### config.mk
export PLATFORM = sky130hd
export DESIGN_NAME = inst_fetch_unit
export DESIGN_NICKNAME = d
export VERILOG_FILES = /design/src/rtl/inst_fetch_unit.sv
export SDC_FILE = /design/constraint.sdc
export NUM_CORES = 1
export LEC_CHECK = 0
export ABC_AREA = 1
export BUFFER_PORTS_ARGS = -buffer_cell sky130_fd_sc_hd__buf_2
export CAP_MARGIN = 20
export CORE_MARGIN = 5
export CORE_UTILIZATION = 50
export DETAILED_ROUTE_END_ITERATION = 16
export PLACE_DENSITY = 0.73
export SYNTH_ARGS = -nofsm -noshare
export SYNTH_HDL_FRONTEND = slang
export SYNTH_SLANG_ARGS = --single-unit
### constraint.sdc
create_clock -name clk -period 2.1 [get_ports clk]
set_input_delay 0.105 -clock clk [delete_from_list [all_inputs] [get_ports clk]]
set_output_delay 0.105 -clock clk [all_outputs]
set_load 0.05 [all_outputs]
### src/rtl/inst_fetch_unit.sv
// Instruction fetch unit: issues I-cache reads, delivers PC/instruction into IF-ID; optional FETCH_COUNT_EN adds fetch_count.
// Latency: 1 cycle from i_ready to valid_out. Backpressure: stall_in holds outputs; one-entry skid absorbs an in-flight response.

`ifndef INST_FLUSHED
`define INST_FLUSHED 16'h7C00
`endif

module inst_fetch_unit #(
    parameter logic [15:0] RESET_PC = 16'h0000
) (
    input  logic        clk,
    input  logic        reset_n,
    output logic        i_req,
    output logic [15:0] i_addr,
    input  logic        i_ready,
    input  logic [15:0] i_data,
    input  logic        redirect,
    input  logic [15:0] redirect_pc,
    input  logic        stall_in,
    output logic [15:0] PC_out,
    output logic [15:0] PC_next_seq_out,
    output logic [15:0] inst_out,
    output logic        valid_out,
    output logic        fetch_stall
`ifdef FETCH_COUNT_EN
    ,
    output logic [15:0] fetch_count
`endif
);

    typedef enum logic [1:0] {
        S_FETCH = 2'd0,
        S_DRAIN = 2'd1,
        S_HOLD  = 2'd2
    } state_t;

    typedef struct packed {
        logic [15:0] pc;
        logic [15:0] inst;
    } fetch_ent_t;

    state_t     state_q,    state_d;
    logic [15:0] req_addr_q, req_addr_d;
    logic [15:0] pend_pc_q,  pend_pc_d;
    logic        out_vld_q,  out_vld_d;
    fetch_ent_t  out_q,      out_d;
    logic        skid_vld_q, skid_vld_d;
    fetch_ent_t  skid_q,     skid_d;

    fetch_ent_t  rsp_ent;
    logic        consume;

    assign rsp_ent = '{pc: req_addr_q, inst: i_data};
    assign consume = out_vld_q && !stall_in;

    always_ff @(posedge clk) begin
        if (!reset_n) begin
            state_q    <= S_FETCH;
            req_addr_q <= RESET_PC;
            pend_pc_q  <= 16'h0000;
            out_vld_q  <= 1'b0;
            out_q      <= '0;
            skid_vld_q <= 1'b0;
            skid_q     <= '0;
        end else begin
            state_q    <= state_d;
            req_addr_q <= req_addr_d;
            pend_pc_q  <= pend_pc_d;
            out_vld_q  <= out_vld_d;
            out_q      <= out_d;
            skid_vld_q <= skid_vld_d;
            skid_q     <= skid_d;
        end
    end

    always_comb begin
        state_d    = state_q;
        req_addr_d = req_addr_q;
        pend_pc_d  = pend_pc_q;
        out_vld_d  = out_vld_q;
        out_d      = out_q;
        skid_vld_d = skid_vld_q;
        skid_d     = skid_q;

        case (state_q)
            S_FETCH: begin
                if (redirect) begin
                    out_vld_d  = 1'b0;
                    skid_vld_d = 1'b0;
                    if (i_ready) begin
                        req_addr_d = redirect_pc;
                    end else begin
                        // request still in flight: wait for it before retargeting
                        pend_pc_d = redirect_pc;
                        state_d   = S_DRAIN;
                    end
                end else if (i_ready) begin
                    req_addr_d = req_addr_q + 16'd1;
                    if (!out_vld_q || !stall_in) begin
                        out_d     = rsp_ent;
                        out_vld_d = 1'b1;
                    end else begin
                        skid_d     = rsp_ent;
                        skid_vld_d = 1'b1;
                        state_d    = S_HOLD;
                    end
                end else if (consume) begin
                    out_vld_d = 1'b0;
                end
            end

            S_DRAIN: begin
                if (redirect) begin
                    out_vld_d  = 1'b0;
                    skid_vld_d = 1'b0;
                    pend_pc_d  = redirect_pc;
                end else if (consume) begin
                    out_vld_d = 1'b0;
                end
                if (i_ready) begin
                    req_addr_d = redirect ? redirect_pc : pend_pc_q;
                    state_d    = S_FETCH;
                end
            end

            S_HOLD: begin
                if (redirect) begin
                    out_vld_d  = 1'b0;
                    skid_vld_d = 1'b0;
                    req_addr_d = redirect_pc;
                    state_d    = S_FETCH;
                end else if (!stall_in) begin
                    out_d      = skid_q;
                    skid_vld_d = 1'b0;
                    state_d    = S_FETCH;
                end
            end

            default: begin
                state_d = S_FETCH;
            end
        endcase
    end

    assign i_req           = reset_n && (state_q != S_HOLD);
    assign i_addr          = req_addr_q;
    assign valid_out       = out_vld_q;
    assign PC_out          = out_vld_q ? out_q.pc : 16'h0000;
    assign PC_next_seq_out = out_vld_q ? (out_q.pc + 16'd1) : 16'h0000;
    assign inst_out        = out_vld_q ? out_q.inst : `INST_FLUSHED;
    assign fetch_stall     = reset_n && !out_vld_q;

`ifdef FETCH_COUNT_EN
    logic [15:0] fetch_count_q;

    always_ff @(posedge clk) begin
        if (!reset_n) begin
            fetch_count_q <= 16'h0000;
        end else if (out_vld_q && !stall_in && !redirect) begin
            fetch_count_q <= fetch_count_q + 16'd1;
        end
    end

    assign fetch_count = fetch_count_q;
`endif

endmodule

==> impl_metrics.env, run 1 <==
export IMPL_power_density_nw_per_um2=1300
export IMPL_met3_usage_pct=3.38
export IMPL_hold_path_class="in2reg"
export IMPL_placed_cell_area_um2=6100
export IMPL_setup_tns_ns=0
export IMPL_setup_viol=0
export IMPL_worst_pin_slew_ns=0.487
export IMPL_critPathBufInv=2
export IMPL_ys_warn_count=0
export IMPL_place_gp_congestion=0.890
export IMPL_grt_pass1_vias=5185
export IMPL_hold_ws_ns=0.0173
export IMPL_ys_ff_latch=99
export IMPL_synthFlopType="dfxtp_1"
export IMPL_portBuffers=103
export IMPL_max_freq_ghz=0.501
export IMPL_power_frac_comb_pct=51.7
export IMPL_htreeDepth=3
export IMPL_grt_busiest_layer="met2"
export IMPL_critPathKind="reg2out"
export IMPL_dieArea_um2=13100
export IMPL_crit_family="simple AND/OR/NAND/NOR gates"
export IMPL_cp_arrival_ns=1.89
export IMPL_first_pass_iters=5
export IMPL_grt_max_degree=83
export IMPL_clkPwrFrac_pct=13.7
export IMPL_fp_coreArea_um2=10800
export IMPL_fin_skew_ns=0.0124
export IMPL_hold_viol_final=0
export IMPL_crit_slowest_cell="dfxtp_1"
export IMPL_critical_path_max_fanout=6
export IMPL_synthesis_nets=898
export IMPL_p_sw_share_pct=51.6
export IMPL_via_per_inst=5.27
export IMPL_tritoncts="yes"
export IMPL_peakVddDrop_uv=636
export IMPL_numCtsBuffers=9
export IMPL_post_dp_hpwl_um=10100
export IMPL_avgSynthCellArea_um2=6.40
export IMPL_rsz0062_at_grt="yes"
export IMPL_switchingPower_mw=4.40
export IMPL_num_nets_final=998
export IMPL_critPathCaptureType="output pin"
export IMPL_wl_per_cell_um=13.7
export IMPL_final_antenna_net_count=0
export IMPL_wl_um=15100
export IMPL_slew_violations=0
export IMPL_leakage_nw=3.03
export IMPL_synth_edf_count=0
export IMPL_clk_pin_slew_worst_paths_ns=0.10
export IMPL_num_io_pins=104
export IMPL_start_util_pct=50.7
export IMPL_synthArstFlopShare_pct=0
export IMPL_n_antenna_cell=0
export IMPL_grt_use_met1_pct=32.7
export IMPL_period_needed_ns=1.99
export IMPL_rows=38
export IMPL_worst_path_largest_cell_delay_ns=0.48
export IMPL_antenna_found_initial=0
export IMPL_drt_iter0_markers=501
export IMPL_root_buffer="clkbuf_8"
export IMPL_fin_crit_sh_pct=95.0
export IMPL_status="complete, no violations"
export IMPL_power_frac_seq_pct=34.7
export IMPL_ys_seq_area_share_pct=36.2
export IMPL_grt_pass1_wl_um=25000
export IMPL_clock_latency_ns=0.38
export IMPL_track_usage_pct=22.9
export IMPL_die_x_um=115
export IMPL_die_h_um=115
export IMPL_cts_sinks=99
export IMPL_drive_gt1_share_pct=18.8
export IMPL_startpoint_type="flop"
export IMPL_dp_cells=1062
export IMPL_overflow=0
export IMPL_power_internal_mw=4.13
export IMPL_synth_cell_types=34
export IMPL_globalRouteMet2Util_pct=35.3
export IMPL_syn2layout_area_growth_pct=20.2
export IMPL_synth_area_um2=5470
export IMPL_synthCells=855
export IMPL_maxCapViolations=0
export IMPL_final_util_pct=60.9
export IMPL_stdcell_count=1100
export IMPL_vias=5799
export IMPL_post_route_cell_area_um2=6570
export IMPL_slew_headroom_pct=67.5
export IMPL_cts_buffer_depth=2
export IMPL_cp_required_ns=2.00
export IMPL_path_cells="nand3_2, nor2_1, nand2_1, inv_1, a21oi_1, nor3_1, buf_2"
export IMPL_drc=0
-- power by group through the flow --
stage	Combinational (mW)	Sequential, mW	Clock (mW)
finish	4.41	2.96	1.17
global route	4.87	3.03	1.28
CTS	4.38	2.93	1.19
detailed placement	4.31	2.97	0
global placement	4.28	2.97	0
floorplan	2.85	3.33	0
-- placed cells by master (no fill, tap or decap), types with 5 or more instances in the layout --
cell and n:
nand2_1 242, buf_2 98, o21ai_0 96, dfxtp_1 94, a21oi_1 91, inv_1 65
nor2_1 50, a31oi_1 41, nand3_1 30, buf_4 28, nor3_1 21, dlygate4sd3_1 16
clkbuf_8 9, nand4_1 7, or2_2 5, dfxtp_2 5
-- worst min-delay path, stage by stage --
cell     delay (ns)
buf_2          0.11
nand2_1        0.06
a31oi_1        0.07
-- timing repair --
action                                  CTS  global route
hold buffers                             16             0
resized for setup                        11            15
endpoints found under the setup margin    5             8
endpoints found under the hold margin    32             0
buffers inserted                          3             3
pin swaps                                 6             6
-- cells in the mapped netlist (all sizes together), types with 6 or more instances --
cell / n / area, µm²
nand3: 31 / 155
a21oi: 94 / 474
nand2: 247 / 930
dfxtp: 99 / 1980
clkbuf: 29 / 110
inv: 69 / 259
ha: 6 / 75.1
o21ai: 100 / 500
buf: 30 / 169
nor2: 53 / 204
nand4: 7 / 43.8
a31oi: 41 / 257
nor3: 23 / 125
-- metal layers --
layer,routed length (µm),vias to the layer above
met4,248,0
met1,7260,2555
li1,-,3040
met2,6640,185
met3,947,19
met5,0,-
-- kinds of logic (layout without fill, tap and decap cells) --
family | Yosys count | after routing | synth area share (%)
fa+ha+maj | 6 | 6 | 1.37
compound gates | 243 | 243 | 23.6
simple gates | 371 | 371 | 27.8
xor+xnor | 6 | 6 | 0.961
flops | 99 | 99 | 36.2
buf+inv | 130 | 235 | 9.98
-- cell type report --
| class | count | area (µm²) |
|---|---|---|
| fill | 1042 | 4220 |
| clock inverter | 7 | 55.1 |
| multi-input combinational | 626 | 3020 |
| timing repair buffer | 148 | 947 |
| sequential | 99 | 1990 |
| clock buffer | 9 | 124 |
| tap | 140 | 175 |
| inverter | 71 | 267 |
-- worst paths after layout --
check,startpoint,to,slack (ns),cells past startpoint
worst max-delay path,out_q[18]$_SDFFE_PN0P_,PC_next_seq_out[13],0.11,7
worst min-delay path,redirect_pc[8],pend_pc_q[8]$_SDFFE_PN0P_,0.02,3
worst max register to register,i_addr[0]$_SDFFE_PN0P_,i_addr[10]$_SDFFE_PN0P_,0.30,11
worst min register to register,skid_q[0]$_SDFFE_PN0P_,out_q[0]$_SDFFE_PN0P_,0.46,2
-- state kept, by name, summed over array words and instances (netlist names) --
register,flops
skid_q,32
valid_out,1
pend_pc_q,16
out_q,32
state_q,2
i_addr,16
-- through the flow --
step | setup WS [ns] | power, mW
after floorplan | -0.309 | 6.18
after global placement | 0.333 | 7.25
after detailed placement | 0.284 | 7.28
after CTS | -0.0161 | 8.50
after global routing | -0.0506 | 9.18
final | 0.105 | 8.53
Power figures use the tool's default switching activity.
==> inputs of run 2 (changes only) <==
--- a/config.mk
+++ b/config.mk
@@ -11,7 +11,8 @@
 export CORE_MARGIN = 5
 export CORE_UTILIZATION = 50
 export DETAILED_ROUTE_END_ITERATION = 16
-export PLACE_DENSITY = 0.73
+export PLACE_DENSITY = 0.7
+export RECOVER_POWER = 25
 export SYNTH_ARGS = -nofsm -noshare
 export SYNTH_HDL_FRONTEND = slang
 export SYNTH_SLANG_ARGS = --single-unit
==> impl_metrics.env, run 2 (same netlist as run 1, synthesis figures left out) <==
export IMPL_pre_cts_slack_ns=0.228
export IMPL_p_sw_share_pct=52.5
export IMPL_worst_pin_slew_ns=0.640
export IMPL_power_density_nw_per_um2=1310
export IMPL_root_buffer="clkbuf_8"
export IMPL_grt_pass1_wl_um=26200
export IMPL_peakVddDrop_uv=650
export IMPL_drive_gt1_share_pct=15.5
export IMPL_switchingPower_mw=4.45
export IMPL_status="complete, no violations"
export IMPL_htreeDepth=3
export IMPL_drt_iter0_markers=511
export IMPL_place_gp_congestion=0.911
export IMPL_via_per_inst=5.46
export IMPL_n_antenna_cell=0
export IMPL_die_h_um=115
export IMPL_grt_busiest_layer="met2"
export IMPL_globalRouteMet2Util_pct=40.0
export IMPL_vias=5983
export IMPL_dieArea_um2=13100
export IMPL_post_dp_hpwl_um=10600
export IMPL_grt_use_met1_pct=32.5
export IMPL_first_pass_iters=5
export IMPL_fp_coreArea_um2=10800
export IMPL_maxCapViolations=0
export IMPL_rsz0062_at_grt="yes"
export IMPL_fin_skew_ns=0.0149
export IMPL_critPathCaptureType="output pin"
export IMPL_clk_pin_slew_worst_paths_ns=0.09
export IMPL_power_frac_seq_pct=35.1
export IMPL_cts_sinks=99
export IMPL_fillCellCount=1048
export IMPL_critical_path_max_fanout=5
export IMPL_syn2layout_area_growth_pct=18.4
export IMPL_final_util_pct=60.0
export IMPL_final_cell_mix="nand2_1, o21ai_0, a21oi_1, dfxtp_1, inv_1"
export IMPL_hold_viol_final=0
export IMPL_final_antenna_net_count=0
export IMPL_period_needed_ns=2.08
export IMPL_max_freq_ghz=0.482
export IMPL_leakage_nw=2.85
export IMPL_track_usage_pct=24.0
export IMPL_top_regs="out_q (32), skid_q (32)"
export IMPL_die_x_um=115
export IMPL_wl_um=16000
export IMPL_wl_per_cell_um=14.6
export IMPL_power_internal_mw=4.03
export IMPL_grt_max_degree=67
export IMPL_start_util_pct=50.7
export IMPL_power_frac_comb_pct=51.4
export IMPL_drc=0
export IMPL_num_nets_final=995
export IMPL_slew_headroom_pct=57.5
export IMPL_tritoncts="yes"
export IMPL_portBuffers=103
export IMPL_cts_buffer_depth=2
export IMPL_met3_usage_pct=4.02
export IMPL_cp_arrival_ns=1.97
export IMPL_finalWorstSetupSlack_ns=0.0239
export IMPL_num_io_pins=104
export IMPL_numCtsBuffers=9
export IMPL_cp_required_ns=2.00
export IMPL_startpoint_type="flop"
export IMPL_rows=38
export IMPL_grt_pass1_vias=5442
export IMPL_slew_violations=0
export IMPL_overflow=0
export IMPL_antenna_found_initial=0
export IMPL_fin_crit_sh_pct=98.9
export IMPL_clkPwrFrac_pct=13.6
export IMPL_final_common_cell="nand2_1"
export IMPL_clock_latency_ns=0.37
export IMPL_hold_path_class="in2reg"
export IMPL_setup_tns_ns=0
export IMPL_critPathKind="reg2out"
export IMPL_setup_viol=0
-- run 2: cell types whose count changed in the layout (fill, tap and decap cells not counted), sizes merged --
cell / previous run / this run
inv: 73 / 72
buf: 130 / 94
clkinv: 3 / 4
clkbuf: 11 / 46
dlygate4sd3: 16 / 14
clkinvlp: 2 / 1
-- run 2: worst max-delay path: stages, from the launching register on --
cell     delay [ns]
dfxtp_1        0.42
nand2_1        0.17
nor4_2         0.44
a21o_1         0.18
nand2_1        0.05
nor2_1         0.08
buf_2          0.27
-- run 2: final cells by class --
type	count	area [µm²]	area share, %
multi-input cells	626	3010	46.4
repair buffers	145	860	13.3
inverters	71	267	4.12
well taps	140	175	2.70
clock buffers	9	124	1.91
clock inverters	6	50.0	0.773
flip-flops and latches	99	1990	30.8
-- run 2: path summary, 6_finish.rpt --
kind	slack, ns	end	from	depth (start not counted)
max	0.02	PC_next_seq_out[15]	out_q[25]$_SDFFE_PN0P_	6
min	0.009	skid_q[14]$_SDFFE_PN0P_	i_data[14]	3
max reg2reg	0.22	i_addr[13]$_SDFFE_PN0P_	state_q[0]$_SDFFE_PN0P_	8
min reg2reg	0.47	out_q[21]$_SDFFE_PN0P_	skid_q[21]$_SDFFE_PN0P_	2
-- run 2: per-layer routing --
| metal | vias to the layer above | part of all wire, % |
|---|---|---|
| li1 | 3030 | - |
| met1 | 2717 | 45 |
| met2 | 215 | 47 |
| met3 | 21 | 6.7 |
| met4 | 0 | 1.2 |
| met5 | - | 0 |
-- run 2: metrics by stage --
stage | area [µm²] | total power, mW | cells | hold slack, ns
detailed placement | 6080 | 7.29 | 1061 | 0.359
global placement | 6080 | 7.23 | 1061 | 0.358
global route | 6480 | 9.12 | 1096 | 0.00540
finish | 6480 | 8.48 | 1096 | 0.00906
CTS | 6450 | 8.49 | 1094 | 0.00142
floorplan | 5480 | 6.18 | 855 | 0.247
-- run 2: timing repair --
| item | CTS | global route |
|---|---|---|
| hold buffers | 13 | 1 |
| gates resized for setup | 9 | 20 |
| setup endpoints to repair | 4 | 8 |
| pin swaps | 6 | 8 |
| hold endpoints to repair | 18 | 1 |
| setup buffers | 5 | 1 |
-- run 2: power groups by stage --
stage               clock (mW)  combinational, mW  sequential [mW]
floorplan                    0               2.85             3.33
detailed placement           0               4.32             2.98
finish                    1.15               4.36             2.98
global placement             0               4.27             2.96
global route              1.26               4.81             3.04
CTS                       1.17               4.38             2.94
==> inputs of run 3 (changes only) <==
--- a/config.mk
+++ b/config.mk
@@ -8,6 +8,7 @@
 export ABC_AREA = 1
 export BUFFER_PORTS_ARGS = -buffer_cell sky130_fd_sc_hd__buf_2
 export CAP_MARGIN = 20
+export CORE_ASPECT_RATIO = 1.25
 export CORE_MARGIN = 5
 export CORE_UTILIZATION = 50
 export DETAILED_ROUTE_END_ITERATION = 16
==> impl_metrics.env, run 3 (same netlist as run 1, synthesis figures left out) <==
export IMPL_drive_gt1_share_pct=16.3
export IMPL_fin_skew_ns=0.00793
export IMPL_dieArea_um2=13100
export IMPL_cts_sinks=99
export IMPL_drc=0
export IMPL_hold_viol_final=0
export IMPL_crit_slowest_cell="dfxtp_2"
export IMPL_clk_pin_slew_worst_paths_ns=0.07
export IMPL_power_density_nw_per_um2=1400
export IMPL_root_buffer="clkbuf_16"
export IMPL_wl_per_cell_um=14.2
export IMPL_overflow=0
export IMPL_period_needed_ns=1.98
export IMPL_worstReg2RegStart="state_q[0]$_SDFFE_PN0P_"
export IMPL_num_io_pins=104
export IMPL_rsz0062_at_grt="yes"
export IMPL_cts_buffer_depth=2
export IMPL_max_freq_ghz=0.506
export IMPL_worst_pin_slew_ns=0.659
export IMPL_startpoint_type="flop"
export IMPL_rows=42
export IMPL_min_to="skid_q[7]$_SDFFE_PN0P_"
export IMPL_startpoint="out_q[17]$_SDFFE_PN0P_"
export IMPL_num_nets_final=978
export IMPL_setup_viol=0
export IMPL_portBuffers=103
export IMPL_hold_path_class="in2reg"
export IMPL_start_util_pct=51.3
export IMPL_ctsHoldBuffers=0
export IMPL_grt_pass1_vias=5574
export IMPL_path_cells="ha_4, nand2_2, nor2_4, nand2_2, nor2_4, buf_4, nand2_1, xor2_1, nor2_1, buf_4"
export IMPL_leakage_nw=2.87
export IMPL_critPathBufInv=2
export IMPL_cp_depth=10
export IMPL_stdcell_count=1072
export IMPL_reg2reg_slack_ns=0.28
export IMPL_status="complete, no violations"
export IMPL_critPathKind="reg2out"
export IMPL_antenna_found_initial=0
export IMPL_tritoncts="yes"
export IMPL_fin_crit_sh_pct=94.1
export IMPL_wl_um=15300
export IMPL_hold_ws_ns=0.000524
export IMPL_peakVddDrop_uv=676
export IMPL_place_gp_congestion=0.881
export IMPL_final_common_cell="nand2_1"
export IMPL_first_pass_iters=5
export IMPL_maxCapViolations=0
export IMPL_numCtsBuffers=9
export IMPL_whs_path_depth=3
export IMPL_n_antenna_cell=0
export IMPL_cp_arrival_ns=1.87
export IMPL_rr_worst_depth=9
export IMPL_track_usage_pct=22.7
export IMPL_vias=5909
export IMPL_final_cell_mix="nand2_1, o21ai_0, a21oi_1, dfxtp_1, buf_2"
export IMPL_dp_cells=1052
export IMPL_die_x_um=104
export IMPL_grt_max_degree=73
export IMPL_slew_violations=0
export IMPL_crit_family="simple AND/OR/NAND/NOR gates"
export IMPL_regToRegEndpoint="i_addr[1]$_SDFFE_PN0P_"
export IMPL_cp_required_ns=2.00
export IMPL_setup_tns_ns=0
export IMPL_clock_latency_ns=0.35
export IMPL_hold_start="i_data[7]"
export IMPL_final_antenna_net_count=0
export IMPL_top_regs="out_q (32), skid_q (32)"
export IMPL_die_h_um=127
export IMPL_htreeDepth=3
export IMPL_slew_headroom_pct=56.2
export IMPL_post_dp_hpwl_um=10700
export IMPL_grt_pass1_wl_um=25700
export IMPL_via_per_inst=5.51
export IMPL_worst_path_largest_cell_delay_ns=0.35
export IMPL_fp_coreArea_um2=10700
export IMPL_critPathCaptureType="output pin"
export IMPL_critical_path_max_fanout=4
export IMPL_drt_iter0_markers=386
export IMPL_syn2layout_area_growth_pct=17.8
[run 3: cell count changes in the layout (fill, tap and decap cells not counted), moves of 3 or more]
cell / previous run / this run
dlygate4sd3_1: 14 / 0
clkbuf_8: 9 / 1
buf_4: 27 / 24
clkbuf_16: 0 / 9
buf_2: 64 / 75
clkbuf_1: 34 / 24
[run 3: metal layers]
layer | global-route usage (%) | vias to the layer above | routed length (µm)
met1 | 27.7 | 2696 | 6700
met5 | 0 | - | 0
met4 | 8.80 | 0 | 314
met2 | 38.8 | 186 | 7300
met3 | 5.18 | 26 | 942
li1 | - | 3001 | -
[run 3: report_power, final]
part	switching [mW]	total (mW)	internal, mW
clock network	0.741	1.71	0.969
logic	3.12	4.32	1.20
registers	0.574	2.96	2.38
[run 3: worst max-delay path by stage]
stage / end / slack (ns)
6_report: PC_next_seq_out[14] / 0.12
5_1_grt: PC_next_seq_out[14] / -0.01
4_1_cts: PC_next_seq_out[15] / 0.03
3_5_place_dp: PC_next_seq_out[10] / 0.27
3_3_place_gp: PC_next_seq_out[10] / 0.31
2_1_floorplan: PC_next_seq_out[13] / -0.31
[run 3: per-stage QoR]
| stage | instance area (µm²) | power [mW] | worst slack (ns) | util (%) |
|---|---|---|---|---|
| after floorplan | 5480 | 6.18 | -0.309 | - |
| after global placement | 6060 | 7.19 | 0.305 | 56.8 |
| after detailed placement | 6060 | 7.28 | 0.267 | 56.8 |
| after CTS | 6440 | 9.04 | 0.0255 | 60.4 |
| after global routing | 6440 | 9.64 | -0.00983 | 60.4 |
| final | 6440 | 8.99 | 0.124 | 60.4 |
[run 3: layout make-up]
cell class / count / area [µm²]
Inverter: 71 / 270
Timing Repair Buffer: 128 / 709
Tap cell: 132 / 165
Fill cell: 1077 / 4230
Clock buffer: 10 / 239
Clock inverter: 6 / 70.1
Sequential cell: 99 / 1990
Multi-Input combinational cell: 626 / 3000
[run 3: what timing repair did]
item	4_1_cts	5_1_grt
gates resized for setup	11	13
endpoints found under the setup margin	3	9
pin swaps	6	3
buffers inserted	4	0
gates cloned	0	0
[run 3: worst min-delay path, delay by kind of cell]
| family | cells | cell delay [ns] |
|---|---|---|
| buf+inv | 1 | 0.08 |
| simple gates | 2 | 0.12 |
